[src/rtl/lab3_serial_pkg.sv]
// Shared types and constants for the lab3 serial transmitter.
// Holds the FSM state encoding and frame-level constants.
package lab3_serial_pkg;

  localparam int   DATA_BITS  = 8;
  localparam logic IDLE_LEVEL = 1'b1;

  typedef enum logic [2:0] {
    S_IDLE,
    S_START,
    S_DATA,
    S_PARITY,
    S_STOP
  } state_e;

endpackage

[src/rtl/lab3_bit_timer.sv]
// Bit-period timer: counts BIT_CYCLES clocks per serial bit.
// tick is high on the last cycle of each bit period.
module lab3_bit_timer #(
  parameter int BIT_CYCLES = 4
) (
  input  logic clock,
  input  logic reset,
  input  logic clear,
  output logic tick
);

  localparam logic [7:0] LAST = 8'(BIT_CYCLES - 1);

  logic [7:0] cnt_q;
  logic [7:0] cnt_d;

  assign tick = (cnt_q == LAST);

  always_comb begin
    cnt_d = cnt_q + 8'd1;
    if (clear || tick) begin
      cnt_d = '0;
    end
  end

  always_ff @(posedge clock or posedge reset) begin
    if (reset) begin
      cnt_q <= '0;
    end else begin
      cnt_q <= cnt_d;
    end
  end

endmodule

[src/rtl/lab3_serial_tx.sv]
// Serial byte transmitter: start bit, 8 data bits LSB first,
// optional even parity, one stop bit; tx is driven from a flop.
module lab3_serial_tx
  import lab3_serial_pkg::*;
#(
  parameter int BIT_CYCLES = 4,
  parameter bit PARITY_EN  = 1'b1
) (
  input  logic       clock,
  input  logic       reset,
  input  logic       start,
  input  logic [7:0] data_in,
  output logic       tx,
  output logic       busy,
  output logic       done
);

  localparam int IDX_W = $clog2(DATA_BITS);
  localparam logic [IDX_W-1:0] IDX_LAST = IDX_W'(DATA_BITS - 1);

  state_e         state_q, state_d;
  logic [7:0]     shift_q, shift_d;
  logic [IDX_W-1:0] idx_q, idx_d;
  logic           par_q, par_d;
  logic           tx_q, tx_d;
  logic           busy_q, busy_d;
  logic           done_q, done_d;
  logic           clear;
  logic           tick;

  lab3_bit_timer #(
    .BIT_CYCLES(BIT_CYCLES)
  ) u_timer (
    .clock(clock),
    .reset(reset),
    .clear(clear),
    .tick (tick)
  );

  assign tx   = tx_q;
  assign busy = busy_q;
  assign done = done_q;

  // tx_d is the level of the bit about to start, so tx_q changes
  // exactly on bit boundaries.
  always_comb begin
    state_d = state_q;
    shift_d = shift_q;
    idx_d   = idx_q;
    par_d   = par_q;
    tx_d    = tx_q;
    busy_d  = busy_q;
    done_d  = 1'b0;
    clear   = 1'b0;
    unique case (state_q)
      S_IDLE: begin
        clear  = 1'b1;
        tx_d   = IDLE_LEVEL;
        busy_d = 1'b0;
        if (start) begin
          state_d = S_START;
          shift_d = data_in;
          par_d   = ^data_in;
          idx_d   = '0;
          tx_d    = 1'b0;
          busy_d  = 1'b1;
        end
      end
      S_START: begin
        if (tick) begin
          state_d = S_DATA;
          tx_d    = shift_q[0];
        end
      end
      S_DATA: begin
        if (tick) begin
          if (idx_q == IDX_LAST) begin
            if (PARITY_EN) begin
              state_d = S_PARITY;
              tx_d    = par_q;
            end else begin
              state_d = S_STOP;
              tx_d    = IDLE_LEVEL;
            end
          end else begin
            idx_d   = idx_q + 1'b1;
            shift_d = shift_q >> 1;
            tx_d    = shift_q[1];
          end
        end
      end
      S_PARITY: begin
        if (tick) begin
          state_d = S_STOP;
          tx_d    = IDLE_LEVEL;
        end
      end
      S_STOP: begin
        if (tick) begin
          state_d = S_IDLE;
          tx_d    = IDLE_LEVEL;
          busy_d  = 1'b0;
          done_d  = 1'b1;
        end
      end
      default: begin
        state_d = S_IDLE;
        tx_d    = IDLE_LEVEL;
        busy_d  = 1'b0;
      end
    endcase
  end

  always_ff @(posedge clock or posedge reset) begin
    if (reset) begin
      state_q <= S_IDLE;
      shift_q <= '0;
      idx_q   <= '0;
      par_q   <= 1'b0;
      tx_q    <= IDLE_LEVEL;
      busy_q  <= 1'b0;
      done_q  <= 1'b0;
    end else begin
      state_q <= state_d;
      shift_q <= shift_d;
      idx_q   <= idx_d;
      par_q   <= par_d;
      tx_q    <= tx_d;
      busy_q  <= busy_d;
      done_q  <= done_d;
    end
  end

endmodule

[config.mk]
export PLATFORM = sky130hd
export DESIGN_NAME = lab3_serial_tx
export DESIGN_NICKNAME = d
export VERILOG_FILES = /design/src/rtl/lab3_serial_pkg.sv /design/src/rtl/lab3_bit_timer.sv /design/src/rtl/lab3_serial_tx.sv
export SDC_FILE = /design/constraint.sdc
export NUM_CORES = 1
export LEC_CHECK = 0
export ABC_AREA = 1
export BUFFER_PORTS_ARGS = -buffer_cell sky130_fd_sc_hd__buf_2
export CAP_MARGIN = 20
export CORE_MARGIN = 2
export CORE_UTILIZATION = 54
export DETAILED_ROUTE_END_ITERATION = 10
export HOLD_SLACK_MARGIN = 0.05
export PLACE_DENSITY_LB_ADDON = 0.3
export SLEW_MARGIN = 20
export SYNTH_ARGS = -nofsm -noshare
export SYNTH_HDL_FRONTEND = slang
export SYNTH_HIERARCHICAL = 1
export SYNTH_SLANG_ARGS = --single-unit
[constraint.sdc]
create_clock -name clock -period 1.57 [get_ports clock]
set_input_delay 0.0785 -clock clock [delete_from_list [all_inputs] [get_ports clock]]
set_output_delay 0.0785 -clock clock [all_outputs]
set_load 0.1 [all_outputs]
* After elaboration in Yosys (flattened, before gate mapping)
Index checks and enable logic that the tools add are counted.
** Cells by class
- Add/sub/neg operators :: 2
- $mul :: 0
- Divide/modulo/power cells :: 0
- $lt $le $gt $ge :: 0
- Eq/ne operators :: 14
- Shift operators :: 0
- Multiplexer cells :: 28
- Bitwise operators :: 1
- Reduce and logical (&&, ||, !) cells :: 11
** Operators with widths (number)
- 2-to-1 mux 8 bit :: 4
- 2-to-1 mux 3 bit :: 9
- one-hot mux 8 bit (2 select lines) :: 1
- one-hot mux 3 bit (5 select lines) :: 1
- 2-to-1 mux 1 bit :: 10
- inequality test 2 x 1 -> 1 bit (second input constant) :: 5
- adder 8 x 1 -> 8 bit (second input constant) :: 1
- == test 8 x 2 -> 1 bit (second input constant) :: 1
- XOR reduction 8 bit :: 1
- == test 3 x 2 -> 1 bit (second input constant) :: 2
- == test 3 bit (second input constant) :: 2
- inequality test 2 bit (second input constant) :: 3
- one-hot mux 3 bit (2 select lines) :: 1
- AND reduction 6 bit :: 1
- one-hot mux 1 bit (4 select lines) :: 1
- AND reduction 2 bit :: 2
- AND reduction 4 bit :: 1
- adder 3 x 1 -> 3 bit (second input constant) :: 1
- == test 3 x 1 -> 1 bit (second input constant) :: 1
- logical NOT 3 bit :: 1
- one-hot mux 1 bit (3 select lines) :: 1
- AND reduction 3 bit :: 1
- OR reduction 3 bit :: 1
- nonzero test 2 bit :: 1
- other kinds (3) :: 3
** Word-level totals
- Bits in registers :: 26
- Bits in latches :: 0
- Memory bits (writable) :: 0
- Memory bits (read-only) :: 0
- Input bits :: 11
- Output and inout bits :: 3
- Logic and storage cells :: 64
- Memories :: 0

* Logic depth before layout (Yosys ltp)
Gate-level depths: netlist of the first run.
- Depth after elaboration :: 4
- Mapped depth :: 11
- Depth with buffers taken out :: 11

* By module
Netlist of the first run, hierarchy kept.
** By module, submodules not included
- lab3_serial_tx :: instances 1, cells each 176, area each 1154.9 µm², sequential area each 451.7 µm²
- lab3_bit_timer :: instances 1, cells each 60, area each 457.9 µm², sequential area each 200.2 µm²

* Worst setup path after synthesis of the first run
OpenSTA, ideal clock, no wires.
- Path kind :: reg-to-reg
- From :: register u_timer.cnt_q[0]
- To :: register idx_q[0]
- Library setup time :: 0.065 ns
- Arrival :: 1.377 ns
- Data required time :: 1.505 ns
- Slack :: 0.128 ns
- Cell stages (with the launch flop) :: 12
- Path buffers :: 1
- Clock period less this slack :: 1.442 ns
- Path through :: dfrtp_1 ha_1 nand2_1 nor2_1 nand2_2 inv_1 o21ai_2 inv_2 nand2_2 buf_6 nand2_1 nand2_1
** On the way
- Word-level cells in the longest chain between the ends :: 3
** Ends and longest elaborated chain
- start: declaration :: RTL line lab3_bit_timer.sv:14 : logic [7:0] cnt_q;
- start signal: assignment :: RTL line lab3_bit_timer.sv:30 : cnt_q <= cnt_d;
- == test 8 x 2 -> 1 bit :: RTL line lab3_bit_timer.sv:17 : assign tick = (cnt_q == LAST);
- named net tick :: RTL line lab3_serial_tx.sv:29 : logic tick;
- inequality test 2 x 1 -> 1 bit (no source line)
- AND reduction 4 bit (no source line)
- end signal: assignment :: RTL line lab3_serial_tx.sv:126 : idx_q <= idx_d;
- end: declaration :: RTL line lab3_serial_tx.sv:23 : logic [IDX_W-1:0] idx_q, idx_d;
The timed path passes the listed nets, and every way through them passes these cells.
A chain may end at the register's enable or synchronous reset.

* Final worst setup path of the first run
- From :: register idx_q[0]
- To :: register tx_q, in the netlist tx
** On the way
- Word-level cells in the longest chain between the ends :: 4
** Ends and longest elaborated chain
- == test 3 bit :: RTL line lab3_serial_tx.sv:77 : if (idx_q == IDX_LAST) begin
- 2-to-1 mux 1 bit :: RTL line lab3_serial_tx.sv:77
- 2-to-1 mux 1 bit :: RTL line lab3_serial_tx.sv:76 : if (tick) begin
- one-hot mux 1 bit (4 select lines) :: RTL line lab3_serial_tx.sv:55 : unique case (state_q)
- end signal: assignment :: RTL line lab3_serial_tx.sv:128 : tx_q <= tx_d;
- end: declaration :: RTL line lab3_serial_tx.sv:25 : logic tx_q, tx_d;
No other way between the ends. The select of a mux whose other input is x is not followed.

==> results.toml, run 1 <==
[worst_setup_path]
r2r_start = "idx_q[0]"
critical_path.max_fanout = 3
crit_required_ns = 1.85
r2r_cells = 9
crit_arrival_ns = 1.74
cp-startpoint = "idx_q[0]"
cp-start-kind = "flip-flop"
r2r_slack_ns = 0.11
endpoint_kind = "flip-flop"
crit_type = "flip-flop to flip-flop"
regToRegEndpoint = "tx"

[synth]
postSynthCellCount = 236
yosysWarnings = 6
syn-num-nets = 251
ys_types = 24
syn_area_per_cell_um2 = 6.83
synth_seq_area_share_pct = 40.4
netlist_area_um2 = 1610
ys_ff_latch = 26

[placement]
place_congestion = 0.790
preCtsSetupSlack_ns = 0.0327
port_buffers = 13
place_area_um2 = 1730
dp_hpwl_um = 2240

[timing]
setup_ws_ns = 0.106
skew_ns = 0.00418
min_period_over_period_pct = 93.2
worst_pin_slew_ns = 0.701
setup_violations = 0
slew_headroom_pct = 53.2
hold_slack_ns = 0.0724
period_needed_ns = 1.46
finalHoldViolCount = 0
slew_viol_final = 0
maxClockFrequency_mhz = 683

[outcome]
violations = "design-rule violations"
outcome = "complete, but fails checks"

[clocking]
cts_tree = "built"
cts_root_buf = "clkbuf_4"
clock_path_buffers = 2
h-tree-depth = 1
cts.sinks = 26
cts_buffers = 3
clk_pin_slew_ns = 0.14
clock_latency_ns = 0.33

[floorplanning]
die_area_um2 = 3440
core_um2 = 2810
num_rows = 19
die-width_um = 58.7
initial_core_util_pct = 57.5
io_pins = 14
die_y_um = 58.7

[min_path]
hold_depth = 5
hold_path_class = "primary input to flip-flop"
hp-start = "data_in[7]"
hold_end = "shift_q[7]"

[final_layout]
fin_nets = 277
fin_area_um2 = 1830
final_common_cell = "nand2_1"
layout-drive-gt1-share_pct = 21.1
mostFrequentLayoutCells = "nand2_1, inv_1, dfrtp_1"
fin_util_pct = 65.3
n_antenna_cell = 0
fillers = 267
syn_to_final_growth_pct = 13.6

[global_route]
grtUsageTotal_pct = 20.3
overflow = 0
antenna_found_initial = 0
grt_max_degree = 19
grt_pass1_vias = 1296
grt_pass1_wl_um = 5320

[power]
p_leak_nw = 1.05
power_density_nw_per_um2 = 1790
ir_worst_vdd_v = 0.000956

[drt]
drtIter0Drc = 40
drc = 1
antenna_left = 0
wl_per_cell_um = 10.1
wirelength_um = 2940
viasPerCell = 4.82
vias = 1407
drt-pass1-iter-count = 7

[run]
max-cap-violations = 0
==> sequential cells by signal (all words and copies together), names as in the netlist <==
| signal | cells |
|---|---|
| state_q | 3 |
| u_timer/cnt_q | 8 |
| done | 1 |
| tx | 1 |
| busy | 1 |
| par_q | 1 |
| shift_q | 8 |
| idx_q | 3 |
==> metrics by stage <==
stage / total power, mW / setup TNS [ns] / std cells
after floorplan: 2.51 / 0 / 236
after global placement: 2.75 / 0 / 283
after detailed placement: 2.78 / 0 / 283
after CTS: 3.13 / 0 / 288
after global routing: 3.59 / -0.00630 / 292
final: 3.27 / 0 / 292
==> power by group <==
part           switching [mW]  total, mW  leakage, nW  internal [mW]
sequential              0.174       1.09        0.336          0.913
clock                   0.200      0.343       0.0210          0.142
combinational            1.22       1.84        0.694          0.621
==> synth_stat cells <==
| cell type | count | area (µm²) |
|---|---|---|
| nand3_1 | 5 | 25.0 |
| dfrtp_1 | 25 | 626 |
| xnor2_1 | 3 | 26.3 |
| nand4_1 | 1 | 6.26 |
| dfstp_2 | 1 | 26.3 |
| o21ai_0 | 5 | 25.0 |
| nand2_2 | 5 | 31.3 |
| nand2_4 | 2 | 22.5 |
| inv_2 | 7 | 26.3 |
| nand2_1 | 109 | 409 |
| buf_4 | 1 | 7.51 |
| nor2_1 | 24 | 90.1 |
| inv_1 | 27 | 101 |
| nor2_4 | 2 | 22.5 |
| ha_1 | 4 | 50.1 |
| buf_6 | 2 | 22.5 |
| o21ai_2 | 3 | 26.3 |
| a21oi_1 | 1 | 5.00 |
| o21ai_1 | 1 | 5.00 |
| o211ai_1 | 1 | 7.51 |
| nor2_2 | 3 | 18.8 |
| nor3_1 | 1 | 5.00 |
| xor2_1 | 2 | 17.5 |
| nand3_2 | 1 | 10.0 |
==> worst max-delay path by stage <==
stage,to,slack (ns)
after floorplan,idx_q[0],0.13
after global placement,shift_q[4],0.07
after detailed placement,shift_q[4],0.03
after CTS,shift_q[4],0.001
after global routing,state_q[0],-0.006
final,tx,0.11
==> metal layers <==
layer	vias to the layer above	track usage [%]	share of wire, %
li1	755	-	-
met1	624	25.4	48
met4	0	9.74	2.2
met3	7	3.74	3.3
met5	-	0	0
met2	21	33.7	46
==> final cells by class <==
type	count	area [µm²]	area share, %
flip-flops and latches	26	652	35.6
well taps	31	38.8	2.12
clock buffers	4	36.3	1.98
multi-input cells	174	835	45.6
repair buffers	23	143	7.79
inverters	34	128	6.97
==> kinds of logic after synthesis <==
family / synth area share [%]
xor gates and xnor gates: 2.72
adders and majority gates: 3.10
DFF: 40.4
and+or+nand+nor: 39.7
buffers and inverters: 9.78
AOI/OAI and AO/OA: 4.27
==> worst max-delay path: stages (launching register included) <==
cell	delay [ns]
dfrtp_1	0.41
ha_1	0.21
ha_2	0.18
buf_4	0.14
nand2_1	0.06
o21ai_0	0.08
nand2_1	0.08
nand3_1	0.06
o21ai_1	0.14
nand2_1	0.06
==> what timing repair did <==
item,in CTS,in global routing
endpoints found under the hold margin,25,0
buffers inserted,0,3
endpoints found under the setup margin,0,15
hold buffers,1,0
gates resized for setup,0,7
Power figures use the tool's default switching activity.
==> inputs of run 2 (changes only) <==
--- a/config.mk
+++ b/config.mk
@@ -5,7 +5,6 @@
 export SDC_FILE = /design/constraint.sdc
 export NUM_CORES = 1
 export LEC_CHECK = 0
-export ABC_AREA = 1
 export BUFFER_PORTS_ARGS = -buffer_cell sky130_fd_sc_hd__buf_2
 export CAP_MARGIN = 20
 export CORE_MARGIN = 2
==> results.toml, run 2 <==
[outcome]
outcome = "complete, but fails checks"
violations = "negative setup slack"

[power]
fin_total_pwr_mw = 2.97
internal-power_mw = 1.70
netSwitchingPower_mw = 1.27
power_density_nw_per_um2 = 1640
combPwrFrac_pct = 51.8
power_frac_clock_pct = 10.1
seqPwrFrac_pct = 38.1
ir_worst_vdd_v = 0.00117
p_leak_nw = 0.875
sw_frac_of_total_pct = 42.8

[final_layout]
layout-drive-gt1-share_pct = 36.4
fin_nets = 189
final_common_cell = "dfrtp_1"
reg_top3 = "shift_q x8, u_timer/cnt_q x8"
multi_input_area_um2 = 748
fin_util_pct = 72.4
regArea_um2 = 652
fillers = 193
fin_cells = 203
mostFrequentLayoutCells = "dfrtp_1, buf_4, buf_2"
syn_to_final_growth_pct = 26.2
n_antenna_cell = 0
fin_area_um2 = 1810

[synth]
synth_seq_area_share_pct = 45.4
ys_ff_latch = 26
postSynthCellCount = 134
netlist_area_um2 = 1440
ys.flop_type = "dfrtp_1"
yosysTopAreaCellShare_pct = 43.6
synth-edff-count = 0
synthArstFlopShare_pct = 100
ys_top_cells_by_area = "dfrtp_1, mux2i_1, xnor2_1, o21ai_2, nand2_1"
ys_types = 39
yosysWarnings = 6
synth_common_cells = "dfrtp_1, nand2_1, mux2i_1, xnor2_1, o21ai_2"
syn_area_per_cell_um2 = 10.7
synth.most_common_cell = "dfrtp_1"
synth_area_leader_cell = "dfrtp_1"
syn-num-nets = 149

[global_route]
grt_pass1_vias = 1070
antenna_found_initial = 0
grt_max_degree = 19
grt_pass1_wl_um = 4800
overflow = 0
grtUsageTotal_pct = 19.4

[placement]
port_buffers = 13
post-place-cells = 188
dp_hpwl_um = 2010
place_congestion = 0.807
place_area_um2 = 1630

[timing]
worst_pin_slew_ns = 0.483
slew_headroom_pct = 68.0
setup_ws_ns = -0.422
slew_viol_final = 0
skew_ns = 0.00849
setup_violations = 24
min_period_over_period_pct = 127
rsz0062_at_grt = "true"
hold_slack_ns = 0.0672
maxClockFrequency_mhz = 502
period_needed_ns = 1.99
finalHoldViolCount = 0

[drt]
drt-pass1-iter-count = 4
wl_per_cell_um = 14.7
viasPerCell = 5.49
drc = 0
wirelength_um = 2980
antenna_left = 0
drtIter0Drc = 12
vias = 1114

[floorplanning]
io_pins = 14
num_rows = 18
initial_core_util_pct = 57.4
die_area_um2 = 3090
core_um2 = 2500
die-width_um = 55.6
die_y_um = 55.6

[min_path]
hold_end = "shift_q[0]"
hold_depth = 3
hp-start = "data_in[0]"
hold_path_class = "primary input to flip-flop"

[clocking]
clock_path_buffers = 2
cts_tree = "built"
clk_pin_slew_ns = 0.15
clock_latency_ns = 0.32
cts.sinks = 26
cts_buffers = 3
cts_root_buf = "clkbuf_4"
h-tree-depth = 1

[worst_setup_path]
cp-start-kind = "flip-flop"
endpoint_kind = "flip-flop"
crit_required_ns = 1.80
cp_top_family = "simple AND/OR/NAND/NOR gates"
crit_type = "flip-flop to flip-flop"
regToRegEndpoint = "shift_q[4]"
path_buf_inv = 1
crit_chain = "ha_2 -> or4b_4 -> nor4_4 -> and3b_2 -> o21ai_4 -> buf_12 -> nand2_1 -> o21ai_2"
r2r_slack_ns = -0.42
r2r_cells = 8
critical_path.max_fanout = 9
crit_slowest_cell = "or4b_4"
r2r_start = "u_timer/cnt_q[1]"
max_stage_delay_ns = 0.49
crit_arrival_ns = 2.22

[run]
max-cap-violations = 0
==> run 2: cells by family after synthesis <==
group,after synthesis,synth area share (%)
adder cells (fa/ha/maj),4,3.49
AND/OR/NAND/NOR,43,16.7
buffers and inverters,13,5.75
multiplexers,9,6.28
XOR/XNOR,12,7.32
flip-flops,26,45.4
AO/OA/AOI/OAI,27,15.1
==> run 2: how the worst max path moves through the flow <==
| stage | start | endpoint | slack, ns | cells after the start |
|---|---|---|---|---|
| 2_1_floorplan | u_timer/cnt_q[0] | shift_q[1] | -0.44 | 8 |
| 4_1_cts | u_timer/cnt_q[1] | shift_q[2] | -0.34 | 8 |
| 3_3_place_gp | u_timer/cnt_q[1] | shift_q[7] | -0.28 | 8 |
| 5_1_grt | u_timer/cnt_q[1] | shift_q[4] | -0.53 | 8 |
| 3_5_place_dp | u_timer/cnt_q[1] | shift_q[2] | -0.32 | 8 |
| 6_report | u_timer/cnt_q[1] | shift_q[4] | -0.42 | 8 |
==> run 2: worst reg2reg max path: stages, from the launching register on <==
cell     delay [ns]
dfrtp_1        0.39
ha_2           0.17
or4b_4         0.49
nor4_4         0.17
and3b_2        0.25
o21ai_4        0.09
buf_12         0.16
nand2_1        0.10
o21ai_2        0.07
==> run 2: layout make-up <==
cell class	count	area share (%)
flip-flops and latches	26	36.0
repair buffers	40	17.5
multi-input cells	95	41.3
well taps	30	2.07
clock buffers	4	1.45
inverters	8	1.66
==> run 2: per-layer routing <==
metal	GRT usage (%)	vias up	part of all wire (%)	wire length, µm
li1	-	548	-	-
met1	26.3	543	45	1350
met2	31.8	21	51	1530
met3	2.34	2	2.8	82
met4	7.67	0	0.50	15
met5	0	-	0	0
==> run 2: per-stage QoR <==
step                setup TNS (ns)  worst slack, ns
detailed placement           -4.99           -0.323
global route                 -9.25           -0.526
floorplan                    -5.74           -0.442
finish                       -6.89           -0.422
global placement             -4.17           -0.279
CTS                          -5.94           -0.343
==> run 2: repair_timing <==
item / CTS / global route
pin swaps: 1 / 2
gates resized for setup: 0 / 11
hold buffers: 6 / 0
endpoints found under the setup margin: 24 / 24
buffers inserted: 2 / 3
hold endpoints to repair: 31 / 0
cloned: 0 / 1
==> run 2: power groups by stage <==
stage,registers [mW],logic (mW),clock network [mW]
5_1_grt,1.16,1.67,0.326
2_1_floorplan,1.26,0.895,0
3_5_place_dp,1.13,1.37,0
6_report,1.13,1.54,0.300
3_3_place_gp,1.12,1.33,0
4_1_cts,1.12,1.41,0.310
